<file path="config.mk">
export PLATFORM = sky130hd
export DESIGN_NAME = fetch_stage
export DESIGN_NICKNAME = d
export VERILOG_FILES = /design/src/rtl/mips_pkg.sv /design/src/rtl/flopenrc.sv /design/src/rtl/fetch_stage.sv
export SDC_FILE = /design/constraint.sdc
export NUM_CORES = 1
export LEC_CHECK = 0
export CAP_MARGIN = 10
export CORE_MARGIN = 8
export CORE_UTILIZATION = 50
export CTS_CLUSTER_SIZE = 8
export DETAILED_ROUTE_END_ITERATION = 12
export MAX_ROUTING_LAYER = met4
export PLACE_DENSITY = 0.86
export SYNTH_ARGS = -nofsm -noshare
export SYNTH_HDL_FRONTEND = slang
export SYNTH_SLANG_ARGS = --single-unit
</file>
<file path="constraint.sdc">
create_clock -name clk -period 4.6 [get_ports clk]
set_clock_uncertainty 0.05 [all_clocks]
set_input_delay 0.92 -clock clk [delete_from_list [all_inputs] [get_ports clk]]
set_output_delay 0.92 -clock clk [all_outputs]
set_load 0.01 [all_outputs]
</file>
<file path="src/rtl/mips_pkg.sv">
// mips_pkg: shared constants and types for the MIPS front end.
//   RESET_PC_DEFAULT - default PC loaded on reset
//   NOP_INSTR        - all-zero instruction that fills a pipeline bubble
//   OP_J / OP_BEQ    - opcodes referenced by the decode controller
//   ifid_t           - contents of the IF/ID pipeline register
//   jump_target()    - J-type target address formation
package mips_pkg;

  localparam logic [31:0] RESET_PC_DEFAULT = 32'h0000_0000;
  localparam logic [31:0] NOP_INSTR        = 32'h0000_0000;
  localparam logic [5:0]  OP_J             = 6'b000010;
  localparam logic [5:0]  OP_BEQ           = 6'b000100;

  typedef struct packed {
    logic [31:0] instr;
    logic [31:0] pc_plus4;
    logic        valid;
  } ifid_t;

  // Upper nibble comes from the PC+4 of the jump itself, so jumps stay
  // inside the current 256 MB region.
  function automatic logic [31:0] jump_target(input logic [31:0] pc_plus4,
                                              input logic [31:0] instr);
    return {pc_plus4[31:28], instr[25:0], 2'b00};
  endfunction

endpackage

</file>
<file path="src/rtl/flopenrc.sv">
// flopenrc: register with asynchronous active-low reset, load enable and
// synchronous clear.
//   clk       - rising-edge clock
//   rst_n     - asynchronous active-low reset, loads RESET_VAL
//   en        - load d on the next edge
//   clr       - load zero on the next edge; wins over en
//   d / q     - data in / registered data out (WIDTH bits)
module flopenrc #(
  parameter int unsigned          WIDTH     = 32,
  parameter logic [WIDTH-1:0]     RESET_VAL = '0
) (
  input  logic             clk,
  input  logic             rst_n,
  input  logic             en,
  input  logic             clr,
  input  logic [WIDTH-1:0] d,
  output logic [WIDTH-1:0] q
);

  logic [WIDTH-1:0] data_d;
  logic [WIDTH-1:0] data_q;

  always_comb begin
    data_d = data_q;
    if (clr) begin
      data_d = '0;
    end else if (en) begin
      data_d = d;
    end
  end

  always_ff @(posedge clk or negedge rst_n) begin
    if (!rst_n) begin
      data_q <= RESET_VAL;
    end else begin
      data_q <= data_d;
    end
  end

  assign q = data_q;

endmodule

</file>
<file path="src/rtl/fetch_stage.sv">
// fetch_stage: MIPS instruction fetch stage with the IF/ID pipeline register.
//   clk, rst_n            - clock, asynchronous active-low reset
//   imem_addr/imem_rdata  - PC to instruction memory / combinational read data
//   stallF, stallD        - hold the PC / hold the IF/ID register
//   flushD                - clear IF/ID to a bubble
//   pcSrcD, pcBranchD     - taken branch and its target, from decode
//   jumpD                 - jump in decode; target formed from instrD
//   instrD, opD, functD   - decode-stage instruction and its op/funct fields
//   pcPlus4D, validD      - PC+4 of instrD, instrD is a real instruction
//   fetchCount            - number of instructions accepted into decode
module fetch_stage
  import mips_pkg::*;
#(
  parameter logic [31:0] RESET_PC = RESET_PC_DEFAULT
) (
  input  logic        clk,
  input  logic        rst_n,
  output logic [31:0] imem_addr,
  input  logic [31:0] imem_rdata,
  input  logic        stallF,
  input  logic        stallD,
  input  logic        flushD,
  input  logic        pcSrcD,
  input  logic [31:0] pcBranchD,
  input  logic        jumpD,
  output logic [31:0] instrD,
  output logic [5:0]  opD,
  output logic [5:0]  functD,
  output logic [31:0] pcPlus4D,
  output logic        validD,
  output logic [31:0] fetchCount
);

  logic [31:0] pc_f;
  logic [31:0] pc_plus4_f;
  logic [31:0] pc_next;
  logic        redirect;
  logic        ifid_clr;
  logic        ifid_load;
  ifid_t       ifid_d;
  ifid_t       ifid_q;
  logic [31:0] fetch_count_d;
  logic [31:0] fetch_count_q;

  // Branch target low bits are forced to word alignment.
  logic [1:0]  unused_branch_lsbs;
  assign unused_branch_lsbs = pcBranchD[1:0];

  assign pc_plus4_f = pc_f + 32'd4;

  // A redirect seen while the PC is stalled is dropped; decode holds the
  // same instruction and re-presents it once the stall lifts.
  assign redirect  = (jumpD | pcSrcD) & ~stallF;
  assign ifid_clr  = flushD | redirect;
  assign ifid_load = ~ifid_clr & ~stallD;

  always_comb begin
    pc_next = pc_plus4_f;
    if (jumpD) begin
      pc_next = jump_target(ifid_q.pc_plus4, ifid_q.instr);
    end else if (pcSrcD) begin
      pc_next = {pcBranchD[31:2], 2'b00};
    end
  end

  flopenrc #(
    .WIDTH     (32),
    .RESET_VAL (RESET_PC)
  ) u_pc_reg (
    .clk   (clk),
    .rst_n (rst_n),
    .en    (~stallF),
    .clr   (1'b0),
    .d     (pc_next),
    .q     (pc_f)
  );

  always_comb begin
    ifid_d.instr    = imem_rdata;
    ifid_d.pc_plus4 = pc_plus4_f;
    ifid_d.valid    = 1'b1;
  end

  flopenrc #(
    .WIDTH     ($bits(ifid_t)),
    .RESET_VAL ('0)
  ) u_ifid_reg (
    .clk   (clk),
    .rst_n (rst_n),
    .en    (~stallD),
    .clr   (ifid_clr),
    .d     (ifid_d),
    .q     (ifid_q)
  );

  always_comb begin
    fetch_count_d = fetch_count_q;
    if (ifid_load) begin
      fetch_count_d = fetch_count_q + 32'd1;
    end
  end

  always_ff @(posedge clk or negedge rst_n) begin
    if (!rst_n) begin
      fetch_count_q <= '0;
    end else begin
      fetch_count_q <= fetch_count_d;
    end
  end

  assign imem_addr  = pc_f;
  assign instrD     = ifid_q.instr;
  assign pcPlus4D   = ifid_q.pc_plus4;
  assign validD     = ifid_q.valid;
  assign opD        = ifid_q.instr[31:26];
  assign functD     = ifid_q.instr[5:0];
  assign fetchCount = fetch_count_q;

endmodule

</file>
**Yosys cells after proc, flatten, opt, wreduce, memory -nomap -nowiden**

Cells that the tools add are included.

- Add/sub/neg operators: 2
- Mux-type cells: 4
- Bitwise operators: 7
- Eq/ne operators: 1

Operators with widths:

| operator | count |
|---|---|
| $mux W65 | 2 |
| $mux W32 | 2 |
| $add A32 B1 Y32 const B | 1 |
| $add A32 B3 Y32 const B | 1 |
| $not A1 Y1 | 3 |
| $and A1 B1 Y1 | 2 |
| $ne A2 B1 Y1 const B | 1 |
| $or A1 B1 Y1 | 2 |

- Output and inout bits: 141
- Register bits after elaboration: 129
- Logic and storage cells: 17
- Bits of input ports: 71

**Logic depth before layout (Yosys ltp)**

Gate-level depths: netlist of the first run.

- Word-level depth: 5
- Depth in mapped cells: 7

**Modules after synthesis**

A second synthesis of the first run with hierarchy kept.

- Cell total of the unflattened synthesis: 662
- Area total of the unflattened synthesis: 6961.7 um^2

By module, submodules not included:

| module | area an instance (um^2) | instances | cells an instance |
|---|---|---|---|
| fetch_stage | 2970.3 | 1 | 350 |
| flopenrc at u_ifid_reg | 2667.6 | 1 | 209 |
| flopenrc at u_pc_reg | 1323.8 | 1 | 103 |

**Worst setup path after synthesis of the first run**

Ideal clock, no wire load.

- Path kind: input to register
- Start: input port pcSrcD
- End: register fetch_count_q[29], in the netlist fetchCount[29]
- Data required time: 4425 ps
- Data arrival time: 2448 ps
- Cell stages on the path: 7
- Slack: 1977 ps
- Cell sequence: buf_2 -> o21ba_2 -> or4_4 -> buf_6 -> nor4_4 -> nand4_1 -> xnor2_1

- Word-level cells in the longest chain between the ends: 5

Ends and longest elaborated chain:

| element | RTL line | RTL |
|---|---|---|
| start, declared | fetch_stage.sv:23 | `input logic pcSrcD,` |
| $or A1 B1 Y1 | fetch_stage.sv:53 | `assign redirect = (jumpD \| pcSrcD) & ~stallF;` |
| $and A1 B1 Y1 | fetch_stage.sv:53 |  |
| $or A1 B1 Y1 | fetch_stage.sv:54 | `assign ifid_clr = flushD \| redirect;` |
| $not A1 Y1 | fetch_stage.sv:55 | `assign ifid_load = ~ifid_clr & ~stallD;` |
| $and A1 B1 Y1 | fetch_stage.sv:55 |  |
| end signal, assigned | fetch_stage.sv:107 | `fetch_count_q <= fetch_count_d;` |
| end, declared | fetch_stage.sv:43 | `logic [31:0] fetch_count_q;` |

No other way between the ends.
A chain may end at the register's enable or synchronous reset.

**Worst setup path after layout of the first run**

- Start: input port pcSrcD
- End: register u_pc_reg.data_q[24], in the netlist u_pc_reg.q[24]

- Word-level cells in the longest chain between the ends: 2

Ends and longest elaborated chain:

| element | RTL line | RTL |
|---|---|---|
| $mux W32 | fetch_stage.sv:61 | `end else if (pcSrcD) begin` |
| $mux W32 | fetch_stage.sv:59 | `if (jumpD) begin` |
| end signal, assigned | flopenrc.sv:36 | `data_q <= data_d;` |
| end, declared | flopenrc.sv:21 | `logic [WIDTH-1:0] data_q;` |

No other way between the ends.

==> flow_summary_export.csv, run 1 <==
group,metric,value,unit
layout,num_antenna_cells,0,
worst_setup_path,endpoint_kind,"flop",
clock_network,holdBufCountCts,0,
clock_network,cts_sinks,125,
global_routing,grt_pass1_vias,6061,
job,drv_cap,0,
pwr,p_leak,3.97,nW
floorplanning,io_pins,212,
worst_setup_path,crit_chain,"clkdlybuf4s50_1 -> inv_2 -> nand2_1 -> buf_4 -> o31a_1 -> o22ai_1",
clock_network,cts_resized,0,
sta,slew_violations,0,
floorplanning,start_util,0.511,
sta,timing.fmax,337,MHz
clock_network,clk_latency,420,ps
sta,worst_pin_slew,1100,ps
floorplanning,coreArea,0.0126,mm2
min_path,min_path_type,"reg -> reg",
worst_setup_path,crit_path_top_delay_cell,"clkdlybuf4s50_1",
sta,period_needed,2960,ps
route,firstDrtPassIters,5,
worst_setup_path,worstPathArrival,3240,ps
route,drt_iter0_markers,638,
synth,synth_flop_cell,"dfrtp_1",
sta,rsz0062_at_grt,"no",
synth,yosysWarnings,0,
layout,drive_gt1_frac,0.0640,
route,top_layer,"met4",
clock_network,root_buffer,"clkbuf_16",
run_status,status,"completed",
clock_network,cts_buffers,17,
worst_setup_path,critPathMaxStageDelay,630,ps
layout,fin_nets,904,
layout,area_growth,42.7,%
route,vias,5710,
layout,fill_cells,965,
worst_setup_path,cp.required,4880,ps
synth,seq_area_frac_synth,0.485,
synth,synth_edf_count,0,
synth,netlist_instances,651,
floorplanning,die_y,130,um
layout,layout_commonest_cell,"clkdlybuf4s50_1",
placed_design,gp_congestion,0.861,
floorplanning,dieArea,0.0168,mm2
worst_setup_path,start_kind,"input port",
synth,async_flop_share,1.00,
placed_design,dp_hpwl,14.4,mm
route,detail_route.wl_per_cell,20.2,um
placed_design,place.port_buffers,205,
clock_network,clock_path_buffers,2,
sta,slew_headroom,0.261,
route,m1WireLength,8.05,mm
route,ant_nets,0,
pwr,powerDensity,371,mW/mm2
route,wl_met3,1.50,mm
synth,ys_seq_elements,125,
global_routing,antenna_found_initial,0,
global_routing,overflow,0,
worst_setup_path,crit_fanout,21,
worst_setup_path,path_class,"in -> reg",
synth,syn-cell-area,0.00644,mm2
sta,finalCritPeriodShare,0.644,
clock_network,path_clk_slew,60,ps
route,route.detailed.drc,0,
route,drt-vias-per-instance,5.62,
sta,setup_viol,0,
global_routing,grt_max_degree,97,
pwr,finalPower,3.41,mW
global_routing,grt_usage,0.256,
synth,avgSynthCellArea,9.90,um2
sta,setup_tns,0,ps
layout,fin_util,0.729,
clock_network,cts_setup_buffers,0,
route,route.met2.wl,10.5,mm
synth,ys_types,53,
sta,finalHoldViolations,0,
global_routing,grt_pass1_wl,32.4,mm
clock_network,cts_tree,"done",
layout,final_cell_mix,"clkdlybuf4s50_1, dfrtp_1, nor2_1, mux2i_1, a21oi_1",
route,wl,20.5,mm
floorplanning,rows,41,
pwr,ir_worst_vdd,0.305,mV
clock_network,cts-htree-levels,4,
floorplanning,die_w,130,um
==> area by class of cell <==
type | count | area, um2 | area share
clock inverters | 15 | 268 | 0.0291
well taps | 172 | 215 | 0.0234
multi-input cells | 442 | 2940 | 0.319
flip-flops and latches | 125 | 3130 | 0.340
clock buffers | 17 | 425 | 0.0463
inverters | 33 | 124 | 0.0135
repair buffers | 212 | 2100 | 0.228
==> logic make-up after synthesis <==
| group | share of synthesized area |
|---|---|
| other cells | 0.000582 |
| simple gates | 0.144 |
| compound gates | 0.149 |
| xor+xnor | 0.0802 |
| fa+ha+maj | 0.00388 |
| buf+inv | 0.0621 |
| mux | 0.0748 |
| flops | 0.485 |
==> cell usage after synthesis (all sizes together) (4+ instances only) <==
master / n / area [um2]
dfrtp: 125 / 3130
nor2: 73 / 274
mux2i: 47 / 470
a21oi: 42 / 210
xnor2: 40 / 350
inv: 33 / 124
nand2: 32 / 120
buf: 27 / 175
clkbuf: 27 / 101
nand3: 21 / 105
nand4: 21 / 131
a22oi: 20 / 150
o21ai: 20 / 100
xor2: 19 / 166
o21a: 18 / 135
o31a: 14 / 123
o22ai: 11 / 68.8
and3: 9 / 56.3
nor4: 6 / 52.6
nor3: 5 / 25.0
a222oi: 4 / 40.0
and4: 4 / 35.0
o21bai: 4 / 30.0
==> layer usage <==
| metal | GRT usage | up-vias |
|---|---|---|
| met4 | 0.107 | 0 |
| met2 | 0.422 | 238 |
| met5 | - | - |
| met3 | 0.0645 | 39 |
| li1 | - | 2628 |
| met1 | 0.292 | 2805 |
==> flip-flops by register name (all words and copies together) (netlist names) <==
register	count
u_ifid_reg.q	63
fetchCount	32
u_pc_reg.q	30
==> critical path: cells and delay by family <==
kind | cells | cell delay (ps)
AND/OR/NAND/NOR | 1 | 510
AO/OA/AOI/OAI | 2 | 470
buffers and inverters | 3 | 1320
==> report_power, final <==
part / leakage, nW / switching [mW] / internal, mW
logic: 1.96 / 0.258 / 0.297
registers: 1.68 / 0.111 / 1.18
clock network: 0.325 / 0.501 / 1.07
total: 3.97 / 0.870 / 2.54
==> final timing paths <==
kind / from / to / slack (ps) / depth (start not counted)
worst max register to register: u_pc_reg.q[4] / u_pc_reg.q[31] / 1720 / 5
max in group asynchronous: rst_n / u_ifid_reg.q[49] / 2970 / 2
min in group asynchronous: rst_n / fetchCount[17] / 510 / 1
worst min register to register: fetchCount[31] / fetchCount[31] / 440 / 1
worst min-delay path: fetchCount[31] / fetchCount[31] / 440 / 1
worst max-delay path: pcSrcD / u_pc_reg.q[24] / 1640 / 6
==> metrics by stage <==
step	instance area [um2]	cells	hold WS, ps	setup slack [ps]
after floorplan	6450	654	457	1980
after global placement	8500	984	413	1320
after global routing	9190	1016	468	1450
final	9190	1016	437	1640
after detailed placement	8500	984	420	1240
after CTS	9190	1016	432	1630
(Power assumes the default switching activity.)
==> inputs of run 2 (changes only) <==
- CORE_UTILIZATION: 50 -> 42
- PLACE_DENSITY: 0.86 -> 0.77
- clock period: 4.6 -> 2.4 ns (I/O delays scaled with it)
==> run 2 against run 1 <==
Net effect:
- sequential power grew 91%
- die area grew 17%
- total power grew 76%
- wire length shrank 3.0%
- register-to-register slack lost 1600 ps
- flip-flop and latch count is the same
- count of clock-buffer cells in the layout grew 9
- via count shrank 0.75%
==> flow_summary_export.csv, run 2 (synthesized netlist as in run 1, its figures left out) <==
group,metric,value,unit
run_status,status,"completed",
layout,layout_commonest_cell,"clkdlybuf4s50_1",
route,drt-vias-per-instance,5.35,
layout,final_cell_mix,"clkdlybuf4s50_1, dfrtp_1, nor2_1, mux2i_1, a21oi_1",
worst_setup_path,endpoint_kind,"flop",
layout,largest_reg_flops,63,
floorplanning,coreArea,0.0151,mm2
floorplanning,io_pins,212,
global_routing,grt_pass1_vias,5829,
sta,slew_violations,0,
sta,period_needed,2230,ps
route,vias,5667,
sta,setup_viol,0,
placed_design,place.port_buffers,205,
global_routing,antenna_found_initial,1,
worst_setup_path,critPathMaxStageDelay,390,ps
worst_setup_path,cp-startpoint,"u_pc_reg.q[3]",
sta,finalHoldViolations,0,
job,drv_cap,0,
layout,fin_area,0.00935,mm2
floorplanning,start_util,0.427,
clock_network,cts-htree-levels,4,
sta,worst_pin_slew,991,ps
route,ant_nets,0,
clock_network,cts_tree,"done",
worst_setup_path,reg2reg_slack,170,ps
placed_design,gp_congestion,0.847,
sta,finalCritPeriodShare,0.930,
worst_setup_path,cp.required,2640,ps
clock_network,cts_sinks,125,
sta,rsz0062_at_grt,"no",
worst_setup_path,critPathTopFamily,"simple AND/OR/NAND/NOR gates",
placed_design,dp_hpwl,14.4,mm
placed_design,dp_cells,1025,
layout,fin_nets,930,
worst_setup_path,start_kind,"flop",
pwr,ir_worst_vdd,0.534,mV
sta,timing.fmax,448,MHz
clock_network,holdBufCountCts,1,
clock_network,cts_resized,0,
floorplanning,rows,45,
global_routing,overflow,0,
placed_design,place_area,0.00877,mm2
clock_network,clock_path_buffers,2,
route,wl,19.9,mm
pwr,p_leak,4.07,nW
layout,final_cells,1059,
global_routing,grt_pass1_wl,32.1,mm
worst_setup_path,crit_chain,"ha_1 -> and4_1 -> nor3b_2 -> buf_4 -> and3_1 -> o21bai_1 -> a221o_1",
clock_network,cts_setup_buffers,0,
clock_network,path_clk_slew,50,ps
floorplanning,dieArea,0.0196,mm2
layout,drive_gt1_frac,0.0862,
global_routing,grt_usage,0.214,
floorplanning,die_y,140,um
worst_setup_path,worstReg2RegStart,"u_pc_reg.q[3]",
clock_network,root_buffer,"clkbuf_16",
clock_network,clk_latency,420,ps
clock_network,cts_buffers,17,
worst_setup_path,crit_fanout,5,
min_path,min_path_type,"reg -> reg",
global_routing,grt_max_degree,64,
layout,area_growth,45.1,%
route,firstDrtPassIters,5,
worst_setup_path,worstPathArrival,2480,ps
pwr,powerDensity,644,mW/mm2
worst_setup_path,crit_path_top_delay_cell,"dfrtp_1",
worst_setup_path,path_buf_inv,1,
route,detail_route.wl_per_cell,18.8,um
sta,slew_headroom,0.337,
route,route.detailed.drc,0,
min_path,min_from,"fetchCount[31]",
floorplanning,die_w,140,um
worst_setup_path,path_class,"reg -> reg",
route,drt_iter0_markers,305,
sta,setup_tns,0,ps
run 2: cell count changes in the layout (fill, tap and decap cells not counted):
cell / before / now
buf_4: 8 / 28
bufinv_16: 7 / 1
buf_12: 0 / 5
clkbuf_8: 0 / 5
clkbuf_1: 0 / 4
clkinvlp_4: 4 / 1
clkinv_2: 2 / 4
clkinv_4: 1 / 0
diode_2: 0 / 1
dlygate4sd3_1: 0 / 1
inv_6: 1 / 0
run 2: report_power, final:
group	switching [mW]	internal, mW	leakage (nW)
Clock	0.904	1.55	0.280
Sequential	0.201	2.26	1.68
Combinational	0.497	0.606	2.11
Total	1.60	4.42	4.07
run 2: path summary, 6_finish.rpt:
check,to,depth (start not counted)
max,u_pc_reg.q[16],7
min,fetchCount[31],1
max reg2reg,u_pc_reg.q[16],7
min reg2reg,fetchCount[31],1
max in group asynchronous,fetchCount[22],3
min in group asynchronous,fetchCount[16],2
run 2: layer usage:
| layer | global-route usage | vias to the layer above | wire length, um |
|---|---|---|---|
| met3 | 0.0650 | 22 | 1290 |
| met5 | - | - | 0 |
| met2 | 0.338 | 193 | 9520 |
| li1 | - | 2683 | - |
| met4 | 0.0646 | 0 | 333 |
| met1 | 0.259 | 2769 | 8770 |
run 2: cell type report:
type                       instances  area [um2]
multi-input combinational        442        2940
tap                              188         235
clock buffer                      26         509
sequential                       125        3130
antenna                            1        2.50
clock inverter                     6        57.6
inverter                          33         124
fill                            1294        5740
timing repair buffer             238        2360
run 2: stage by stage:
stage | total power [mW] | hold WS [ps] | worst slack [ps] | util
after global routing | 6.30 | 455 | 21.5 | 0.620
after detailed placement | 3.60 | 370 | -218 | 0.581
after CTS | 6.08 | 425 | 157 | 0.619
final | 6.02 | 428 | 167 | 0.620
after floorplan | 2.95 | 134 | 217 | -
after global placement | 3.58 | 365 | -189 | 0.581
run 2: worst reg2reg max path, cell delays in order, from the launching register on:
cell      delay (ps)
dfrtp_1          390
ha_1             320
and4_1           330
nor3b_2          250
buf_4            180
and3_1           220
o21bai_1          90
a221o_1          280
